## src/rtl/dem_nguoc_hen_gio.sv

```systemverilog
// ============================================================================
// Module   : dem_nguoc_hen_gio
// Brief    : BCD mm:ss countdown timer on the 1 Hz tick. Set, run, pause,
//            done states. Optional buzzer timer under COUNTDOWN_BEEP_EN.
// Revision : 1.0 - initial release
// ============================================================================
`default_nettype none

module dem_nguoc_hen_gio #(
    parameter logic [7:0]  DEFAULT_PHUT = 8'h05,
    parameter logic [7:0]  DEFAULT_GIAY = 8'h00,
    parameter int unsigned BEEP_SECS    = 10
) (
    input  logic       clk_1Hz,
    input  logic       rst_n,
    input  logic       btn_up,
    input  logic       btn_down,
    input  logic       btn_start,
    input  logic       btn_clr,
    input  logic       set_sel,
    output logic [7:0] phut,
    output logic [7:0] giay,
    output logic       running,
    output logic       done,
    output logic       beep
);

    typedef enum logic [1:0] {
        ST_SET   = 2'd0,
        ST_RUN   = 2'd1,
        ST_PAUSE = 2'd2,
        ST_DONE  = 2'd3
    } state_t;

    state_t     r_state;
    state_t     w_state_n;
    logic [7:0] r_phut;
    logic [7:0] r_giay;
    logic [7:0] w_phut_n;
    logic [7:0] w_giay_n;
    logic [7:0] r_preset_phut;
    logic [7:0] r_preset_giay;
    logic [7:0] w_preset_phut_n;
    logic [7:0] w_preset_giay_n;
    logic       r_start_q;
    logic       w_start_edge;
    logic       r_running;
    logic       r_done;

    function automatic logic [7:0] bcd_inc(input logic [7:0] v);
        if (v == 8'h59)
            return 8'h00;
        else if (v[3:0] == 4'd9)
            return {v[7:4] + 4'd1, 4'd0};
        else
            return {v[7:4], v[3:0] + 4'd1};
    endfunction

    function automatic logic [7:0] bcd_dec(input logic [7:0] v);
        if (v == 8'h00)
            return 8'h59;
        else if (v[3:0] == 4'd0)
            return {v[7:4] - 4'd1, 4'd9};
        else
            return {v[7:4], v[3:0] - 4'd1};
    endfunction

    assign w_start_edge = r_start_q & ~btn_start;

    always_comb begin
        w_state_n       = r_state;
        w_phut_n        = r_phut;
        w_giay_n        = r_giay;
        w_preset_phut_n = r_preset_phut;
        w_preset_giay_n = r_preset_giay;
        if (!btn_clr) begin
            w_state_n = ST_SET;
            w_phut_n  = r_preset_phut;
            w_giay_n  = r_preset_giay;
        end else begin
            case (r_state)
                ST_SET: begin
                    // A start edge consumes the tick even when ignored at 00:00
                    if (w_start_edge) begin
                        if ({r_phut, r_giay} != 16'h0000) begin
                            w_preset_phut_n = r_phut;
                            w_preset_giay_n = r_giay;
                            w_state_n       = ST_RUN;
                        end
                    end else if (!btn_up) begin
                        if (set_sel) w_phut_n = bcd_inc(r_phut);
                        else         w_giay_n = bcd_inc(r_giay);
                    end else if (!btn_down) begin
                        if (set_sel) w_phut_n = bcd_dec(r_phut);
                        else         w_giay_n = bcd_dec(r_giay);
                    end
                end
                ST_RUN: begin
                    if (w_start_edge) begin
                        w_state_n = ST_PAUSE;
                    end else if ({r_phut, r_giay} <= 16'h0001) begin
                        w_phut_n  = 8'h00;
                        w_giay_n  = 8'h00;
                        w_state_n = ST_DONE;
                    end else if (r_giay != 8'h00) begin
                        w_giay_n = bcd_dec(r_giay);
                    end else begin
                        w_giay_n = 8'h59;
                        w_phut_n = bcd_dec(r_phut);
                    end
                end
                ST_PAUSE: begin
                    if (w_start_edge)
                        w_state_n = ST_RUN;
                end
                ST_DONE: begin
                    if (w_start_edge) begin
                        w_state_n = ST_SET;
                        w_phut_n  = r_preset_phut;
                        w_giay_n  = r_preset_giay;
                    end
                end
                default: w_state_n = ST_SET;
            endcase
        end
    end

    always_ff @(posedge clk_1Hz or negedge rst_n) begin
        if (!rst_n) begin
            r_state       <= ST_SET;
            r_phut        <= DEFAULT_PHUT;
            r_giay        <= DEFAULT_GIAY;
            r_preset_phut <= DEFAULT_PHUT;
            r_preset_giay <= DEFAULT_GIAY;
            r_start_q     <= 1'b1;
            r_running     <= 1'b0;
            r_done        <= 1'b0;
        end else begin
            r_state       <= w_state_n;
            r_phut        <= w_phut_n;
            r_giay        <= w_giay_n;
            r_preset_phut <= w_preset_phut_n;
            r_preset_giay <= w_preset_giay_n;
            r_start_q     <= btn_start;
            r_running     <= (w_state_n == ST_RUN);
            r_done        <= (w_state_n == ST_DONE);
        end
    end

`ifdef COUNTDOWN_BEEP_EN
    localparam logic [7:0] c_beep_load = BEEP_SECS[7:0];

    logic [7:0] r_beep_cnt;
    logic       r_beep;

    // Counter is armed on DONE entry and only runs while DONE persists
    always_ff @(posedge clk_1Hz or negedge rst_n) begin
        if (!rst_n) begin
            r_beep_cnt <= 8'd0;
            r_beep     <= 1'b0;
        end else if (w_state_n == ST_DONE && r_state != ST_DONE) begin
            r_beep_cnt <= c_beep_load;
            r_beep     <= 1'b1;
        end else if (w_state_n == ST_DONE) begin
            if (r_beep_cnt != 8'd0)
                r_beep_cnt <= r_beep_cnt - 8'd1;
            r_beep <= (r_beep_cnt > 8'd1);
        end else begin
            r_beep_cnt <= 8'd0;
            r_beep     <= 1'b0;
        end
    end

    assign beep = r_beep;
`else
    assign beep = 1'b0;
`endif

    assign phut    = r_phut;
    assign giay    = r_giay;
    assign running = r_running;
    assign done    = r_done;

endmodule

`default_nettype wire

```

## config.mk

```make
export PLATFORM = sky130hd
export DESIGN_NAME = dem_nguoc_hen_gio
export DESIGN_NICKNAME = d
export VERILOG_FILES = /design/src/rtl/dem_nguoc_hen_gio.sv
export SDC_FILE = /design/constraint.sdc
export NUM_CORES = 1
export LEC_CHECK = 0
export ABC_AREA = 1
export CAP_MARGIN = 15
export CORE_MARGIN = 8
export CORE_UTILIZATION = 52
export CTS_CLUSTER_SIZE = 40
export DETAILED_ROUTE_END_ITERATION = 8
export PLACE_DENSITY_LB_ADDON = 0.3
export SKIP_CTS_REPAIR_TIMING = 1
export SYNTH_ARGS = -nofsm -noshare
export SYNTH_HDL_FRONTEND = slang
export SYNTH_SLANG_ARGS = --single-unit
export TNS_END_PERCENT = 10
```

## constraint.sdc

```tcl
create_clock -name clk_1Hz -period 2 [get_ports clk_1Hz]
set_input_delay 0.4 -clock clk_1Hz [delete_from_list [all_inputs] [get_ports clk_1Hz]]
set_output_delay 0.4 -clock clk_1Hz [all_outputs]
set_load 0.01 [all_outputs]
```

== Word level (Yosys, flattened, before mapping) ==
Cells that the tools add are included.

* Flip-flop bits (word level): 37
* Input bits: 7
* Output and inout port bits: 19

* Add/sub/neg operators: 8
* $lt $le $gt $ge: 1
* Equality and inequality tests: 21
* Multiplexer cells: 38
* Bitwise logic cells: 2
* Reduce and logical (&&, ||, !) cells: 12

{| class="wikitable"
|+ Operators with widths
! cell !! number
|-
| 2-to-1 mux 8 bit || 28
|-
| case mux 8 bit (3 select lines) || 2
|-
| != test 4 bit (second input constant) || 6
|-
| adder 4 x 1 -> 4 bit (second input constant) || 4
|-
| == test 8 x 7 -> 1 bit (second input constant) || 2
|-
| less-or-equal comparator 16 x 1 -> 1 bit (second input constant) || 1
|-
| zero test 8 bit || 2
|-
| AND reduction 8 bit || 2
|-
| nonzero test 16 bit || 1
|-
| subtractor 4 x 1 -> 4 bit (second input constant) || 4
|-
| 2-to-1 mux 2 bit || 7
|-
| != test 5 bit (second input constant) || 2
|-
| != test 3 bit (second input constant) || 3
|-
| AND reduction 9 bit || 1
|-
| == test 4 bit (second input constant) || 2
|-
| zero test 4 bit || 2
|-
| case mux 2 bit (4 select lines) || 1
|-
| nonzero test 8 bit || 1
|-
| AND reduction 7 bit || 1
|-
| == test 2 bit (second input constant) || 3
|-
| == test 2 x 1 -> 1 bit (second input constant) || 2
|-
| != test 4 x 1 -> 1 bit (second input constant) || 1
|-
| AND reduction 4 bit || 1
|-
| zero test 2 bit || 1
|-
| other kinds (2) || 2
|}

== Longest topological paths before layout ==
Gate-level depths: netlist (run 1).

* Depth after elaboration: 9
* Mapped depth: 14
* Gate-level depth less buffers: 13

== Least setup slack after synthesis (run 1) ==
No wires, ideal clock.

* Path kind: reg-to-reg
* From: register r_giay[0] (netlist: giay[0])
* To: register r_phut[3] (netlist: phut[3])
* Setup time: 121 ps
* Arrival time: 1736 ps
* Required time: 1879 ps
* Slack: 143 ps
* Stages on the path, launching flop included: 13
* Clock period less this slack: 1857 ps
* Cells stage by stage: dfrtp_1 -> inv_1 -> ha_1 -> inv_1 -> nor2_4 -> nand2_4 -> nand2_2 -> a21oi_4 -> nand3_4 -> nand2_4 -> inv_2 -> nor2_1 -> a21oi_2

* Word-level cells in the longest chain between the ends: 5
* Elaborated cells on any way between the ends: 8
* Classes of those cells: order compare: 1; eq/ne: 1; mux: 4; reduce/logical: 2

{| class="wikitable"
|+ Ends and longest elaborated chain
! element !! RTL line !! source
|-
| start: declaration || 38 || <nowiki>logic [7:0] r_giay;</nowiki>
|-
| start signal: assignment || 141 || <nowiki>r_giay <= w_giay_n;</nowiki>
|-
| less-or-equal comparator 16 x 1 -> 1 bit || 101 || <nowiki>end else if ({r_phut, r_giay} <= 16'h0001) begin</nowiki>
|-
| 2-to-1 mux 8 bit || 101 ||
|-
| 2-to-1 mux 8 bit || 99 || <nowiki>if (w_start_edge) begin</nowiki>
|-
| case mux 8 bit (3 select lines) || 81 || <nowiki>case (r_state)</nowiki>
|-
| 2-to-1 mux 8 bit || 76 || <nowiki>if (!btn_clr) begin</nowiki>
|-
| end signal: assignment || 140 || <nowiki>r_phut <= w_phut_n;</nowiki>
|-
| end: declaration || 37 || <nowiki>logic [7:0] r_phut;</nowiki>
|}

Several ways; a longest one is shown, not always the timed one. The select of a mux whose other input is x is not followed.
A chain may end at the register's enable or synchronous reset.

== Worst setup path in the final report (run 1) ==
* From: register r_phut[0] (netlist: phut[0])
* To: output phut[0]

{| class="wikitable"
|+ RTL lines
! element !! RTL line !! source
|-
| end: declaration || 21 || <nowiki>output logic [7:0] phut,</nowiki>
|}

No word-level cell between the ends.

==> metrics.txt, run 1 <==
final setup fails 0; gp weighted congestion 0.9776; grt peak-use layer met2; global-route met3 utilization under 10%; fin. max-slew vios 0; Worst Setup SP phut[0]; vias in the first global route 2718; leakage power total 1.750 nW; total of max-cap violations 0; CP peak stage delay 560 ps; Syn Inst Count 410; layout cells sized above 1 around a fifth; CTS tree yes; final hold vios 0; setup TNS 0 ps; clk_skew 8.088 ps; Max Clk Rate 0.5187 GHz; CTS Buf Count 5; Yosys reg bits 37; final instance area 3463 sq um; # rows 26; Critical Path Source Type register; Cell Pwr Density 1320 nW/um^2; antenna viol nets, final 0; met1 Use GR 24.53%; DP Wirelength 5590 microns; Routed WL 7453 microns; Worst Setup Path Type register to primary output; sequential area share after synthesis 33.57%; Max Buffers Root-to-Sink 2; Avg Vias per Cell 5.272; Die Footprint 7933 sq um; period utilisation layout 96.40%; clock sinks 37; Synth Cell Area 2776 sq um; placed cell area 3292 sq um; library cells used by synthesis 36; worst hold path class input pin to async pin; Layout area overhead 24.74%; FF/Latch Area 932.1 sq um; Cell Chain, Critical Path buf_4 > clkdlybuf4s50_1; Clock Latency Late Sink 290 ps; fin crit period between 1500 and 2000 ps; crit path capture type primary output; pin count of the biggest net entering global routing 20; Die Height 89.07 microns; Avg Inst Size Synth 6.772 sq um; Peak VDD IR between 500 and 600 uV; status finished, final reports clean; via count 2831; CP arrival 1530 ps; core area between 5000 and 6000 sq um; met2 GRT Util between 30% and 40%; clock-pin slew on the worst setup and hold paths 80 ps; DRC viols 0; final core utilization 67.38%; yosys warns 0; # IOs 26; synthesized net count 427; GRT Total Usage 19.91%; DR pass1 iterations 5; first-pass GRT wire length approximately 12000 microns; Iteration-0 DRC Markers 168; Root Buffer Master clkbuf_8; initial antenna violation count 0; crit path max fanout 6; Slowest-stage cell, CP dfstp_2; Port Buffers 24; die width 89.07 microns; Worst R2R Start phut[4]; H-tree Lvls 2; DR WL/cell 13.88 microns; Total Power 0.004571 W; footprint of the multi-input gates 1599 sq um; fillcell total between 400 and 500; Initial Util a little over half; CP required 1600 ps; Nets between 400 and 500; antenna diode count 0; GR Overflow Total 0
[synthesized netlist by cell type (all sizes together)]
cell / instances / share of area [%]
clkbuf: 5 / 0.68
o221ai: 1 / 0.32
nand2: 130 / 19
nand3: 35 / 7.4
ha: 10 / 4.5
nor2: 51 / 8.8
buf: 5 / 1.2
a31oi: 1 / 0.23
clkinv: 1 / 0.18
nand4: 2 / 0.45
nor3: 2 / 0.36
o21ai: 42 / 7.7
o211ai: 3 / 0.81
nand3b: 1 / 0.27
dfrtp: 32 / 29
dfstp: 5 / 4.7
inv: 55 / 7.5
a41oi: 1 / 0.32
xnor2: 2 / 0.63
conb: 1 / 0.14
a21oi: 22 / 4.5
xor2: 3 / 0.95
[per-stage QoR]
step,hold slack [ps],setup WS [ps],cells
floorplan,104.4,142.6,410
global placement,380.8,43.35,525
detailed placement,377.8,-43.06,525
CTS,59.96,64.05,533
global route,78.32,-69.71,537
finish,54.40,72.06,537
[flip-flops by register name, indices dropped and copies added (netlist names)]
signal / flops
running: 1
r_preset_phut: 8
giay: 8
done: 1
r_preset_giay: 8
r_start_q: 1
r_state: 2
phut: 8
[critical path: cells and delay by family, from the launching register on]
| kind | cells | cell delay [ps] |
|---|---|---|
| buf+inv | 2 | 690 |
| flops | 1 | 560 |
[logic make-up (layout without fill, tap and decap cells)]
group	after synthesis	count (layout)	share of synthesized area, %
AOI/OAI and AO/OA	70	70	13.88
xor gates and xnor gates	5	5	1.578
adders and majority gates	10	10	4.507
buffers and inverters	66	123	9.599
DFF	37	37	33.57
other	1	1	0.1351
and+or+nand+nor	221	221	36.73
[worst paths after layout]
| kind | slack (ps) | depth (start not counted) | endpoint |
|---|---|---|---|
| setup / recovery | 70 | 2 | phut[0] |
| hold / removal | 50 | 1 | r_state[0] |
| setup reg to reg | 100 | 12 | giay[1] |
| hold reg to reg | 490 | 2 | r_preset_giay[2] |
| max in group asynchronous | 1410 | 2 | r_preset_phut[2] |
| min in group clk_1Hz | 490 | 2 | r_preset_giay[2] |
[layer usage]
| layer | up-vias | part of all wire [%] |
|---|---|---|
| li1 | 1411 | - |
| met1 | 1312 | 45 |
| met2 | 93 | 48 |
| met3 | 15 | 4.9 |
| met4 | 0 | 1.6 |
| met5 | - | 0 |
[power breakdown]
part | internal [W] | switching, W | total [W]
Sequential | 0.00105 | 0.000260 | 0.00131
Combinational | 0.00110 | 0.00148 | 0.00257
Clock | 0.000407 | 0.000283 | 0.000690
Total | 0.00255 | 0.00202 | 0.00457
[cells in the final DEF, fill, tap and decap left out, types with 9 or more instances in the layout]
cell             instances
a21oi_1                 20
dfrtp_1                 32
nand2_1                119
nand3_1                 32
inv_1                   42
inv_2                   12
o21ai_0                 35
nor2_1                  40
clkdlybuf4s50_1         23
ha_1                     9
buf_4                   33
[area by class of cell]
cell class	instances	area share, %
Clock buffer	7	2.493
Clock inverter	1	0.8671
Multi-Input combinational cell	307	46.17
Inverter	56	6.178
Tap cell	70	2.529
Sequential cell	37	26.91
Timing Repair Buffer	59	14.85
No activity file was read; power rests on OpenSTA's default activity.
==> run 2: changes to the inputs <==
--- a/config.mk
+++ b/config.mk
@@ -5,9 +5,8 @@
 export SDC_FILE = /design/constraint.sdc
 export NUM_CORES = 1
 export LEC_CHECK = 0
-export ABC_AREA = 1
 export CAP_MARGIN = 15
-export CORE_MARGIN = 8
+export CORE_MARGIN = 2
 export CORE_UTILIZATION = 52
 export CTS_CLUSTER_SIZE = 40
 export DETAILED_ROUTE_END_ITERATION = 8
==> run 2 against run 1 <==
Largest power group unchanged. Final cell count decreased by 16%. Critical endpoint is now phut[7]. Non-clock buffer count rose by 34. Clock skew down 1.0 ps. The flow now finishes with violations (negative setup slack). Register-to-register slack worse by 290 ps. Largest cell class unchanged. Fmax down 12%. Die area down 29%. Sequential share of layout area fell by 0.89 points. Global-route usage increased by 8.2 points. Via count down 4.2%. Setup slack got worse by 270 ps. Critical path depth is 6 higher.
==> metrics.txt, run 2 <==
most common cell after layout, fill and taps aside buf_4; Max Clk Rate 0.4558 GHz (-12%); yosys warns 0 (unchanged); clk_skew 7.050 ps (-1.038 ps); pin count of the biggest net entering global routing 31 (+55%); sequential area share after synthesis 35.31% (+1.7 points); placed cell area 3371 sq um (+2.4%); Die Height 75.25 microns (-16%); period utilisation layout 109.7% (+13 points); Critical Path Source Type register; Max Buffers Root-to-Sink 2 (unchanged); cell taking the most area after synthesis dfrtp_1; CTS Buf Count 5 (unchanged); most frequent cells in the layout buf_4, nand2_1, dfrtp_1; crit path max fanout 5 (-1); Routed WL 7622 microns (+2.3%); fillcell total 359 (-24%); Cell Count Post-Placement 437 (-17%); Total Power 0.004781 W (+4.6%); initial antenna violation count 0 (unchanged); Cell Pwr Density 1326 nW/um^2 (+0.46%); library cells used by synthesis 57 (+58%); crit path capture type register; die width 75.25 microns (-16%); Syn Inst Count 302 (-26%); Yosys reg bits 37 (unchanged); clock-pin slew on the worst setup and hold paths 80 ps (about the same); final hold vios 0 (unchanged); leakage power total 1.575 nW (-10%); Initial Util 54.81% (+0.79 points); Avg Inst Size Synth 8.742 sq um (+29%); final setup fails 20 (+20); Port Buffers 24 (unchanged); # IOs 26 (unchanged); post-route insts no fill 449 (-16%); CTS tree yes; antenna viol nets, final 0 (unchanged); Nets 398 (-18%); antenna diode count 0 (unchanged); DR pass1 iterations 5 (unchanged); vias in the first global route 2471 (-9.1%); RSZ-0062 raised after global routing yes; Clock Latency Late Sink 290 ps (about the same); CP arrival 2370 ps (+840 ps); DR WL/cell 16.98 microns (+22%); worst setup slack after layout -193.8 ps (-265.8 ps); final instance area 3606 sq um (+4.1%); Post-synth ARST share 100.0% (unchanged); core area 4817 sq um (-6.3%); Synth top cells by count nand2_1, dfrtp_1, o21ai_0; Post-synth EDFFs 0 (unchanged); Layout area overhead 36.59%; Worst Setup Path Type register to register; H-tree Lvls 2 (unchanged); setup TNS -1634 ps (-1634 ps); DP Wirelength 5304 microns (-5.1%); failing checks negative setup slack; GRT Total Usage 28.11% (+8.2 points); most frequent cell after synthesis nand2_1; via count 2711 (-4.2%); Avg Vias per Cell 6.038 (+15%); DRC viols 0 (unchanged); top_reg_cell synth dfrtp_1; layout cells sized above 1 32.46% (+13 points); Peak VDD IR 823.8 uV (+38%); area share of the leading cell type in the synthesized netlist 30.33% (+1.5 points); Die Footprint 5663 sq um (-29%); worst hold path class input pin to async pin; Synth Cell Area 2640 sq um (-4.9%); GR Overflow Total 0 (unchanged); fin. max-slew vios 0 (unchanged); total of max-cap violations 0 (unchanged); status finished with violations; Iteration-0 DRC Markers 282 (+68%); CP required 2170 ps (+570 ps); # rows 25 (-3.8%); synthesized net count 319 (-25%); leading post-synthesis cells by cell area dfrtp_1, nand2_1, dfstp_2, o21ai_0, ha_1; Root Buffer Master clkbuf_8; first-pass GRT wire length 12030 microns (-3.4%); gp weighted congestion 0.9342 (-4.4%); fin crit period 2194 ps (+265.8 ps); clock sinks 37 (unchanged); pre-CTS WS -274.0 ps (-231.0 ps)
run 2: path summary, 6_finish.rpt:
path                                  start                to  slack (ps)  cells past startpoint
max reg2reg                         giay[4]           phut[7]        -190                      8
max in group asynchronous             rst_n         r_start_q        1360                      2
min reg2reg                r_preset_phut[0]  r_preset_phut[0]         490                      2
max                                 giay[4]           phut[7]        -190                      8
min in group clk_1Hz       r_preset_phut[0]  r_preset_phut[0]         490                      2
min                                   rst_n  r_preset_giay[0]          50                      1
run 2: per-stage QoR:
| step | hold slack [ps] | util, % |
|---|---|---|
| after floorplan | 104.4 | - |
| after detailed placement | 373.7 | 69.97 |
| after global placement | 374.1 | 69.97 |
| after CTS | 58.19 | 72.39 |
| final | 50.98 | 74.86 |
| after global routing | 80.98 | 74.86 |
run 2: critical path, cell delays in order (launching register included):
cell and delay, ps:
dfrtp_2 420, inv_2 90, ha_4 130, nor3b_4 250, a41oi_4 180, o31ai_4 330
o21a_4 210, o31ai_4 110, mux2_1 330
run 2: cell families (layout without fill, tap and decap cells):
kind of cell               after synthesis  count (layout)  share of synthesized area [%]
adders and majority gates               10              10                          4.739
AOI/OAI and AO/OA                       84              84                          22.84
and+or+nand+nor                        114             114                          22.37
DFF                                     37              37                          35.31
muxes                                   15              15                          6.303
other                                    1               1                         0.1420
buffers and inverters                   33             113                          5.640
xor gates and xnor gates                 8               8                          2.654
run 2: area by class of cell:
cell class | count | area (sq um) | area share [%]
multi-input combinational | 232 | 1663 | 46.11
sequential | 37 | 938.4 | 26.02
timing repair buffer | 93 | 759.5 | 21.06
clock buffer | 7 | 86.33 | 2.394
tap | 67 | 83.83 | 2.325
inverter | 12 | 45.04 | 1.249
clock inverter | 1 | 30.03 | 0.8328
run 2: power breakdown:
| group | total (W) | switching, W | internal [W] |
|---|---|---|---|
| logic | 0.00277 | 0.00135 | 0.00142 |
| clock network | 0.000683 | 0.000276 | 0.000407 |
| registers | 0.00133 | 0.000276 | 0.00105 |
run 2: per-layer routing:
layer	vias to the layer above	track usage, %	part of all wire (%)
met3	35	5.221	7.5
met2	132	43.66	46
met4	0	7.407	3.0
met1	1292	40.57	43
met5	-	0	0
li1	1252	-	-
==> run 3: changes to the inputs <==
--- a/config.mk
+++ b/config.mk
@@ -6,6 +6,7 @@
 export NUM_CORES = 1
 export LEC_CHECK = 0
 export CAP_MARGIN = 15
+export CORE_ASPECT_RATIO = 0.5
 export CORE_MARGIN = 2
 export CORE_UTILIZATION = 52
 export CTS_CLUSTER_SIZE = 40
==> run 3 against run 2 <==
Final cell count is 0.45% higher. Die area rose by 0.62%. Critical path depth increased by 1. Register-to-register slack got worse by 50 ps. Highest routed layer unchanged. Sequential power hardly changed. Largest cell class unchanged. Critical endpoint is now giay[0]. The run still ends with negative setup slack left. Cell area rose by 1.8%.
==> metrics.txt, run 3 (same netlist as run 2, synthesis figures left out) <==
Layout area overhead 39.10%; antenna viol nets, final 0 (unchanged); Port Buffers 24 (unchanged); Die Footprint 5698 sq um (+0.62%); Max Clk Rate 0.4458 GHz (-2.2%); failing checks negative setup slack; Nets 397 (-0.25%); DR pass1 iterations 5 (unchanged); fillcell total 357 (-0.56%); DRC viols 0 (unchanged); Crit path max-delay family compound AO/OA/AOI/OAI gates; total of max-cap violations 0 (unchanged); Total Power 0.004818 W (+0.78%); initial antenna violation count 0 (unchanged); GRT Total Usage 27.26% (-0.85 points); die width 104.8 microns (+39%); # rows 18 (-28%); clock-pin slew on the worst setup and hold paths 80 ps (about the same); Clock Latency Late Sink 300 ps (about the same); met2 GRT Util 45.78% (+2.1 points); period utilisation layout 112.2% (+2.5 points); met1 Use GR 36.92% (-3.7 points); status finished with violations; Peak VDD IR 694.9 uV (-16%); # IOs 26 (unchanged); Buffers & Inverters on Critical Path 2 (+1); CTS tree yes; Initial Util 53.77% (-1.0 points); core area 4910 sq um (+1.9%); Iteration-0 DRC Markers 231 (-18%); Avg Vias per Cell 5.993 (-0.74%); Max Buffers Root-to-Sink 2 (unchanged); RSZ-0062 raised after global routing yes; Cell Pwr Density 1312 nW/um^2 (-1.0%); most frequent cells in the layout buf_4, nand2_1, dfrtp_1; antenna diode count 0 (unchanged); worst hold path class input pin to async pin; DP Wirelength 5376 microns (+1.4%); Cell Chain, Critical Path inv_2 > ha_4 > nor3b_4 > a41oi_4 > o31ai_4 > buf_4 > o21ai_0 > a32oi_1 > a21oi_1; grt peak-use layer met2; final setup fails 22 (+10%); most common cell after layout, fill and taps aside buf_4; Die Height 54.39 microns (-28%); Slowest-stage cell, CP dfrtp_2; DR WL/cell 17.59 microns (+3.6%); clock sinks 37 (unchanged); CP arrival 2420 ps (+50 ps); worst setup slack after layout -243.3 ps (-49.54 ps); H-tree Lvls 2 (unchanged); layout cells sized above 1 33.07% (+0.61 points); CTS Buf Count 5 (unchanged); Critical Path Source Type register; crit path max fanout 4 (-1); Routed WL 7933 microns (+4.1%); fin crit period 2243 ps (+49.54 ps); leakage power total 1.625 nW (+3.2%); Worst Setup Path Type register to register; fin. max-slew vios 0 (unchanged); clk_skew 5.769 ps (-1.280 ps); crit path capture type register; first-pass GRT wire length 12020 microns (about the same); CP required 2180 ps (about the same); pre-CTS WS -330.4 ps (-56.36 ps); gp weighted congestion 0.9183 (-1.7%); vias in the first global route 2510 (+1.6%); GR Overflow Total 0 (unchanged); via count 2703 (-0.30%); Root Buffer Master clkbuf_8; final hold vios 0 (unchanged); CP peak stage delay 410 ps (about the same); pin count of the biggest net entering global routing 38 (+23%); global-route met3 utilization 5.238% (+0.017 points)
[run 3: changes by cell type in the layout (fill, tap and decap cells not counted), moves of 3 or more]
cell    before  now
mux2_4       3    9
buf_4       68   63
mux2_2       9    4
buf_6        1    4
[run 3: metal layers]
layer | vias to the layer above | wire length (microns)
li1 | 1252 | -
met1 | 1313 | 3588
met2 | 123 | 3701
met3 | 15 | 536
met4 | 0 | 107
met5 | - | 0
[run 3: metrics by stage]
step	area, sq um	cells	TNS, ps	hold WS, ps	utilization [%]
2_1_floorplan	2668	302	-1301	104.4	-
3_3_place_gp	3372	438	-5703	379.7	68.68
3_5_place_dp	3372	438	-6711	385.6	68.68
4_1_cts	3506	446	-4117	67.53	71.41
5_1_grt	3672	451	-4249	73.83	74.80
6_report	3672	451	-2456	53.85	74.80
[run 3: where the power goes]
group / total, W / switching, W / internal [W]
Sequential: 0.00130 / 0.000257 / 0.00104
Combinational: 0.00273 / 0.00132 / 0.00141
Clock: 0.000793 / 0.000297 / 0.000496
Total: 0.00482 / 0.00187 / 0.00295
[run 3: cell type report]
type / instances / area [sq um] / area share [%]
timing repair buffer: 92 / 778.2 / 21.19
inverter: 12 / 47.55 / 1.295
tap: 70 / 87.58 / 2.385
clock buffer: 5 / 68.82 / 1.874
multi-input combinational: 232 / 1688 / 45.96
sequential: 37 / 937.1 / 25.52
clock inverter: 3 / 65.06 / 1.772
[run 3: worst paths after layout]
kind / start / end / depth (start not counted) / slack (ps)
setup reg to reg: giay[4] / giay[0] / 9 / -240
hold reg to reg: r_preset_phut[0] / r_preset_phut[0] / 2 / 490
setup / recovery: giay[4] / giay[0] / 9 / -240
hold / removal: rst_n / running / 2 / 50
min in group clk_1Hz: r_preset_phut[0] / r_preset_phut[0] / 2 / 490
max in group asynchronous: rst_n / r_preset_phut[2] / 2 / 1690
